**src/rtl/pkt_scheduler_if.sv**
```systemverilog
// Handshake bundle between the frame scheduler, its two source FIFOs and the
// slave (sink) FIFO. The scheduler uses the master view; the environment
// driving the FIFOs uses the slave view.
interface pkt_scheduler_if;
  logic       src0_ready;
  logic       src0_rd;
  logic [7:0] src0_data;
  logic       src1_ready;
  logic       src1_rd;
  logic [7:0] src1_data;
  logic       sink_afull;
  logic       sink_wr;
  logic [7:0] sink_data;

  modport master (
    input  src0_ready, src0_data, src1_ready, src1_data, sink_afull,
    output src0_rd, src1_rd, sink_wr, sink_data
  );

  modport slave (
    output src0_ready, src0_data, src1_ready, src1_data, sink_afull,
    input  src0_rd, src1_rd, sink_wr, sink_data
  );
endinterface

```
**src/rtl/pkt_scheduler.sv**
```systemverilog
// Two-channel frame scheduler: arbitrates between two source FIFOs and wraps
// each granted payload into a frame (A0|ch, 32-bit sequence, payload, 77)
// written into the sink FIFO. A frame granted while the sink is almost full
// is still drained from its source but never written, and is counted as dropped.
module pkt_scheduler #(
  parameter int PAY0_LEN = 1020,
  parameter int PAY1_LEN = 12
) (
  input  logic            clk,
  input  logic            reset_n,
  input  logic            enable,
  pkt_scheduler_if.master bus,
  output logic            busy,
  output logic [15:0]     drop_cnt,
  output logic            err_drop
);

  typedef enum logic [1:0] {IDLE, HDR, PAY, TRL} state_t;

  localparam logic [9:0] LEN0 = 10'(PAY0_LEN);
  localparam logic [9:0] LEN1 = 10'(PAY1_LEN);

  state_t      state, state_next;
  logic [9:0]  cnt, cnt_next;
  logic        ch;
  logic        drop;
  logic        last_ch;
  logic        armed;
  logic [31:0] seq0, seq1;
  logic        grant, grant_ch;
  logic [9:0]  pay_len;
  logic [31:0] seq_cur;
  logic [7:0]  src_data;
  logic        rd_active;
  logic [7:0]  data_next;
  logic        wr_next;

  assign pay_len     = ch ? LEN1 : LEN0;
  assign seq_cur     = ch ? seq1 : seq0;
  assign src_data    = ch ? bus.src1_data : bus.src0_data;
  assign busy        = (state != IDLE);
  assign bus.src0_rd = rd_active & ~ch;
  assign bus.src1_rd = rd_active & ch;

  // Round-robin arbitration, only in IDLE and only once armed after reset
  always_comb begin
    grant    = 1'b0;
    grant_ch = 1'b0;
    if (state == IDLE && armed && enable) begin
      if (bus.src0_ready && bus.src1_ready) begin
        grant    = 1'b1;
        grant_ch = ~last_ch;
      end else if (bus.src0_ready) begin
        grant    = 1'b1;
        grant_ch = 1'b0;
      end else if (bus.src1_ready) begin
        grant    = 1'b1;
        grant_ch = 1'b1;
      end
    end
  end

  // Next state, frame counter, source read strobe and next sink byte
  always_comb begin
    state_next = state;
    cnt_next   = cnt;
    rd_active  = 1'b0;
    data_next  = 8'h00;
    wr_next    = 1'b0;
    case (state)
      IDLE: begin
        if (grant) begin
          state_next = HDR;
          cnt_next   = 10'd0;
          data_next  = {7'b1010000, grant_ch};
          wr_next    = ~bus.sink_afull;
        end
      end
      HDR: begin
        rd_active = (cnt >= 10'd3);
        wr_next   = ~drop;
        case (cnt[2:0])
          3'd0:    data_next = seq_cur[31:24];
          3'd1:    data_next = seq_cur[23:16];
          3'd2:    data_next = seq_cur[15:8];
          3'd3:    data_next = seq_cur[7:0];
          default: data_next = src_data;
        endcase
        if (cnt == 10'd4) begin
          state_next = PAY;
          cnt_next   = 10'd0;
        end else begin
          cnt_next = cnt + 10'd1;
        end
      end
      PAY: begin
        rd_active = (cnt < pay_len - 10'd2);
        wr_next   = ~drop;
        if (cnt == pay_len - 10'd1) begin
          data_next  = 8'h77;
          state_next = TRL;
          cnt_next   = 10'd0;
        end else begin
          data_next = src_data;
          cnt_next  = cnt + 10'd1;
        end
      end
      TRL: begin
        state_next = IDLE;
      end
      default: begin
        state_next = IDLE;
      end
    endcase
  end

  // State register
  always_ff @(posedge clk or negedge reset_n) begin
    if (!reset_n) state <= IDLE;
    else          state <= state_next;
  end

  // Frame context, registered sink outputs, sequence and drop bookkeeping
  always_ff @(posedge clk or negedge reset_n) begin
    if (!reset_n) begin
      cnt           <= 10'd0;
      ch            <= 1'b0;
      drop          <= 1'b0;
      last_ch       <= 1'b1;
      armed         <= 1'b0;
      seq0          <= 32'd1;
      seq1          <= 32'd1;
      bus.sink_data <= 8'h00;
      bus.sink_wr   <= 1'b0;
      err_drop      <= 1'b0;
      drop_cnt      <= 16'd0;
    end else begin
      armed         <= 1'b1;
      cnt           <= cnt_next;
      bus.sink_data <= data_next;
      bus.sink_wr   <= wr_next;
      err_drop      <= grant & bus.sink_afull;
      if (grant) begin
        ch      <= grant_ch;
        last_ch <= grant_ch;
        drop    <= bus.sink_afull;
        if (bus.sink_afull && drop_cnt != 16'hFFFF) drop_cnt <= drop_cnt + 16'd1;
      end
      if (state == TRL) begin
        if (ch) seq1 <= seq1 + 32'd1;
        else    seq0 <= seq0 + 32'd1;
      end
    end
  end

endmodule

```
**src/flat_wrapper.sv**
```systemverilog
// flat-port wrapper written by rule: the top's interface ports become plain ports
module pkt_scheduler_flat 
#(
  parameter int PAY0_LEN = 1020,
  parameter int PAY1_LEN = 12
)
  (clk, reset_n, enable, busy, drop_cnt, err_drop, bus_src0_ready, bus_src0_data, bus_src1_ready, bus_src1_data, bus_sink_afull, bus_src0_rd, bus_src1_rd, bus_sink_wr, bus_sink_data);
  pkt_scheduler_if bus_i ();
  input  logic clk;
  input  logic reset_n;
  input  logic enable;
  output logic busy;
  output logic [15:0] drop_cnt;
  output logic err_drop;
  input wire logic [$bits(bus_i.src0_ready)-1:0] bus_src0_ready;
  input wire logic [$bits(bus_i.src0_data)-1:0] bus_src0_data;
  input wire logic [$bits(bus_i.src1_ready)-1:0] bus_src1_ready;
  input wire logic [$bits(bus_i.src1_data)-1:0] bus_src1_data;
  input wire logic [$bits(bus_i.sink_afull)-1:0] bus_sink_afull;
  output wire logic [$bits(bus_i.src0_rd)-1:0] bus_src0_rd;
  output wire logic [$bits(bus_i.src1_rd)-1:0] bus_src1_rd;
  output wire logic [$bits(bus_i.sink_wr)-1:0] bus_sink_wr;
  output wire logic [$bits(bus_i.sink_data)-1:0] bus_sink_data;
  assign bus_i.src0_ready = bus_src0_ready;
  assign bus_i.src0_data = bus_src0_data;
  assign bus_i.src1_ready = bus_src1_ready;
  assign bus_i.src1_data = bus_src1_data;
  assign bus_i.sink_afull = bus_sink_afull;
  assign bus_src0_rd = bus_i.src0_rd;
  assign bus_src1_rd = bus_i.src1_rd;
  assign bus_sink_wr = bus_i.sink_wr;
  assign bus_sink_data = bus_i.sink_data;
  pkt_scheduler #(.PAY0_LEN(PAY0_LEN), .PAY1_LEN(PAY1_LEN)) u_core (.clk(clk), .reset_n(reset_n), .enable(enable), .bus(bus_i), .busy(busy), .drop_cnt(drop_cnt), .err_drop(err_drop));
endmodule
```
**config.mk**
```make
export PLATFORM = sky130hd
export DESIGN_NAME = pkt_scheduler_flat
export DESIGN_NICKNAME = d
export VERILOG_FILES = /design/src/rtl/pkt_scheduler_if.sv /design/src/rtl/pkt_scheduler.sv /design/src/flat_wrapper.sv
export SDC_FILE = /design/constraint.sdc
export NUM_CORES = 1
export LEC_CHECK = 0
export BUFFER_PORTS_ARGS = -buffer_cell sky130_fd_sc_hd__buf_4
export CORE_MARGIN = 5
export CORE_UTILIZATION = 28
export CTS_BUF_LIST = sky130_fd_sc_hd__clkbuf_16
export DETAILED_ROUTE_END_ITERATION = 10
export SETUP_SLACK_MARGIN = 0.02
export SYNTH_ARGS = -nofsm -noshare
export SYNTH_HDL_FRONTEND = slang
export SYNTH_SLANG_ARGS = --single-unit
```
**constraint.sdc**
```tcl
create_clock -name clk -period 2.65 [get_ports clk]
set_clock_uncertainty 0.1 [all_clocks]
set_input_delay 0.3975 -clock clk [delete_from_list [all_inputs] [get_ports clk]]
set_output_delay 0.3975 -clock clk [all_outputs]
set_load 0.005 [all_outputs]
```
==> results_dict.tcl <==
set metrics [dict create \
    cp.depth 6 \
    critPathMaxStageDelay_ns 0.36 \
    crit_slowest_cell "dfrtp_1" \
    core_area_sq_um 21090 \
    drt_first_pass_iters 4 \
    wl_per_cell_microns 16.08 \
    insertion_delay_ns 0.36 \
    hp-class "primary input to flip-flop" \
    synth-main-ff-cell "dfrtp_1" \
    endpoint_kind "primary output" \
    drive_above_1_share 0.1802 \
    fin_tns_setup_ns 0 \
    arrival_ns 2.10 \
    synth.area.top_cells "dfrtp_1, xnor2_1, mux2i_1" \
    rsz0062_at_grt "yes" \
    htreeDepth 3 \
    synth_area_leader_cell "dfrtp_1" \
    grt_max_degree 50 \
    cts_sinks 106 \
    fp.dieW_microns 156.7 \
    setup_viol 0 \
    wl_met2_microns 6951 \
    final_common_cell "dfrtp_1" \
    yosysWarnings 0 \
    hold_violations 0 \
    min_period_ns 2.599 \
    clk_pin_slew_ns 0.08 \
    initial_core_util 0.2859 \
    path_max_fanout 5 \
    drt_wl_total_microns 15130 \
    synth_edf_count 0 \
    required_ns 2.15 \
    drv_slew 0 \
    synthCells 600 \
    cellPowerDensity_nw_per_um2 428.8 \
    antenna_found_initial 0 \
    portBuffers 50 \
    dieArea_sq_um 24560 \
    grt_pass1_vias 4764 \
    async_reset_ff_frac 1.000 \
    antenna_left 0 \
    cts-root-buf "clkbuf_16" \
    reg2reg_depth 6 \
    area_delta_synth_final_pct 19.05 \
    worst_pin_slew_ns 0.7521 \
    path_class "flip-flop to primary output" \
    synth.distinct_cells 58 \
    critPathLaunchType "flip-flop" \
    relSlewSlack 0.4940 \
    p_leak_nw 3.053 \
    holdWs_ns 0.2344 \
    die_y_microns 156.7 \
    max_freq_ghz 0.3847 \
    grt_use_total 0.1267 \
    peakVddDrop_mv 0.2218 \
    crit_buf_inv 2 \
    dp_hpwl_microns 11410 \
    postSynthAreaPerCell_sq_um 10.05 \
    routed.top_layer "met4" \
    cts_tree "built" \
    cts_buffers 9 \
    ios 51 \
    run_status "complete, no violations" \
    vias 4800 \
    cp_top_family "simple AND/OR/NAND/NOR gates" \
    fin_nets 703 \
    antenna-diode-count 0 \
    crit_chain "inv_1 > ha_4 > nand2_1 > or3_1 > o31ai_4 > buf_4" \
    syn_area_sq_um 6028 \
    cts_buffer_depth 2 \
    synth.yosys.seq_area_share 0.4406 \
    fin_crit_sh 0.9809 \
    fp-row-count 53 \
    routed_via_density 5.101 \
    overflow 0 \
    drt-initial-drc-count 351 \
    maxCapViolCount 0 \
    met3_length_microns 783 \
    grt_pass1_wl_microns 25060 \
    layout_common_cells "dfrtp_1, buf_4, nand2_1" \
    gp_congestion 0.8495 \
    wl_met1_microns 7072 \
    hold_depth 3 \
    post-route-drc-count 0 \
    syn-num-nets 642 \
    synth_top_area_frac 0.4276 \
    synth.ff_latch_count 106 \
]
[where the power goes]
group / internal (mW) / leakage (nW) / switching (mW)
Clock: 0.676 / 0.150 / 0.681
Sequential: 1.62 / 1.40 / 0.00237
Combinational: 0.0423 / 1.50 / 0.0528
[routing by layer]
metal	global-route usage	up-vias
met5	0	-
met4	0.04587	0
met3	0.02129	25
met2	0.1991	128
met1	0.1759	2315
li1	-	2332
[flip-flops by register name, summed over array words and instances, names as in the netlist]
| name | cells |
|---|---|
| u_core.state | 2 |
| u_core.bus.sink_data | 8 |
| u_core.armed | 1 |
| u_core.seq1 | 32 |
| u_core.ch | 1 |
| u_core.cnt | 10 |
| u_core.drop_cnt | 16 |
| u_core.seq0 | 32 |
| u_core.last_ch | 1 |
| u_core.drop | 1 |
| u_core.err_drop | 1 |
| u_core.bus.sink_wr | 1 |
[Yosys cell counts (15+ instances only)]
cell type / instances
nand2_1: 61
o21ai_0: 15
nand4_1: 37
mux2_2: 15
xnor2_1: 50
xor2_1: 21
nor2_1: 25
nor3_1: 20
dfrtp_1: 103
mux2i_1: 28
nand3_1: 28
inv_1: 22
o22ai_1: 15
ha_1: 20
[cells by family (layout without fill, tap and decap cells)]
kind of cell | Yosys count | after routing | synth area share
muxes | 43 | 43 | 0.07451
AOI/OAI and AO/OA | 89 | 89 | 0.1007
adders and majority gates | 20 | 20 | 0.04151
xor gates and xnor gates | 71 | 71 | 0.1032
other | 1 | 1 | 0.0006221
DFF | 106 | 106 | 0.4406
buffers and inverters | 40 | 106 | 0.02719
and+or+nand+nor | 230 | 230 | 0.2117
[worst reg2reg max path, delay by kind of cell (launching register included)]
family | cells | cell delay, ns
fa+ha+maj | 1 | 0.30
compound gates | 1 | 0.41
buf+inv | 1 | 0.17
mux | 1 | 0.39
flops | 1 | 0.44
simple gates | 2 | 0.38
[worst paths after layout]
check | slack [ns] | startpoint | endpoint
max | 0.05 | u_core.state[0] | bus_src0_rd
max reg2reg | 0.36 | u_core.ch | u_core.state[1]
min | 0.23 | bus_sink_afull | u_core.drop
max in group asynchronous | 1.31 | reset_n | u_core.last_ch
min reg2reg | 0.36 | u_core.last_ch | u_core.last_ch
min in group asynchronous | 0.42 | reset_n | u_core.seq0[8]
[cell type report]
class | instances | area [sq um]
fill | 2141 | 13910
clock buffer | 9 | 225.2
timing repair buffer | 68 | 538.0
inverter | 22 | 82.58
tap | 275 | 344.1
clock inverter | 7 | 81.33
multi-input combinational | 454 | 3247
sequential | 106 | 2659
[what timing repair did]
item                       CTS  global route
hold endpoints to repair    25             0
hold buffers                 1             0
pin swaps                    0             2
setup buffers                3             1
setup endpoints to repair    1             2
gates resized for setup      3             4
[per-stage QoR]
stage	instance area, sq um	utilization	setup slack (ns)	cells	total power [mW]
CTS	7156	0.3393	0.06184	940	3.126
floorplan	6028	-	0.5636	600	1.673
global route	7177	0.3403	0.006650	941	3.205
finish	7177	0.3403	0.05069	941	3.077
detailed placement	6790	0.3220	0.2590	920	1.755
global placement	6790	0.3220	0.2933	920	1.754
No activity file was read; power rests on OpenSTA's default activity.
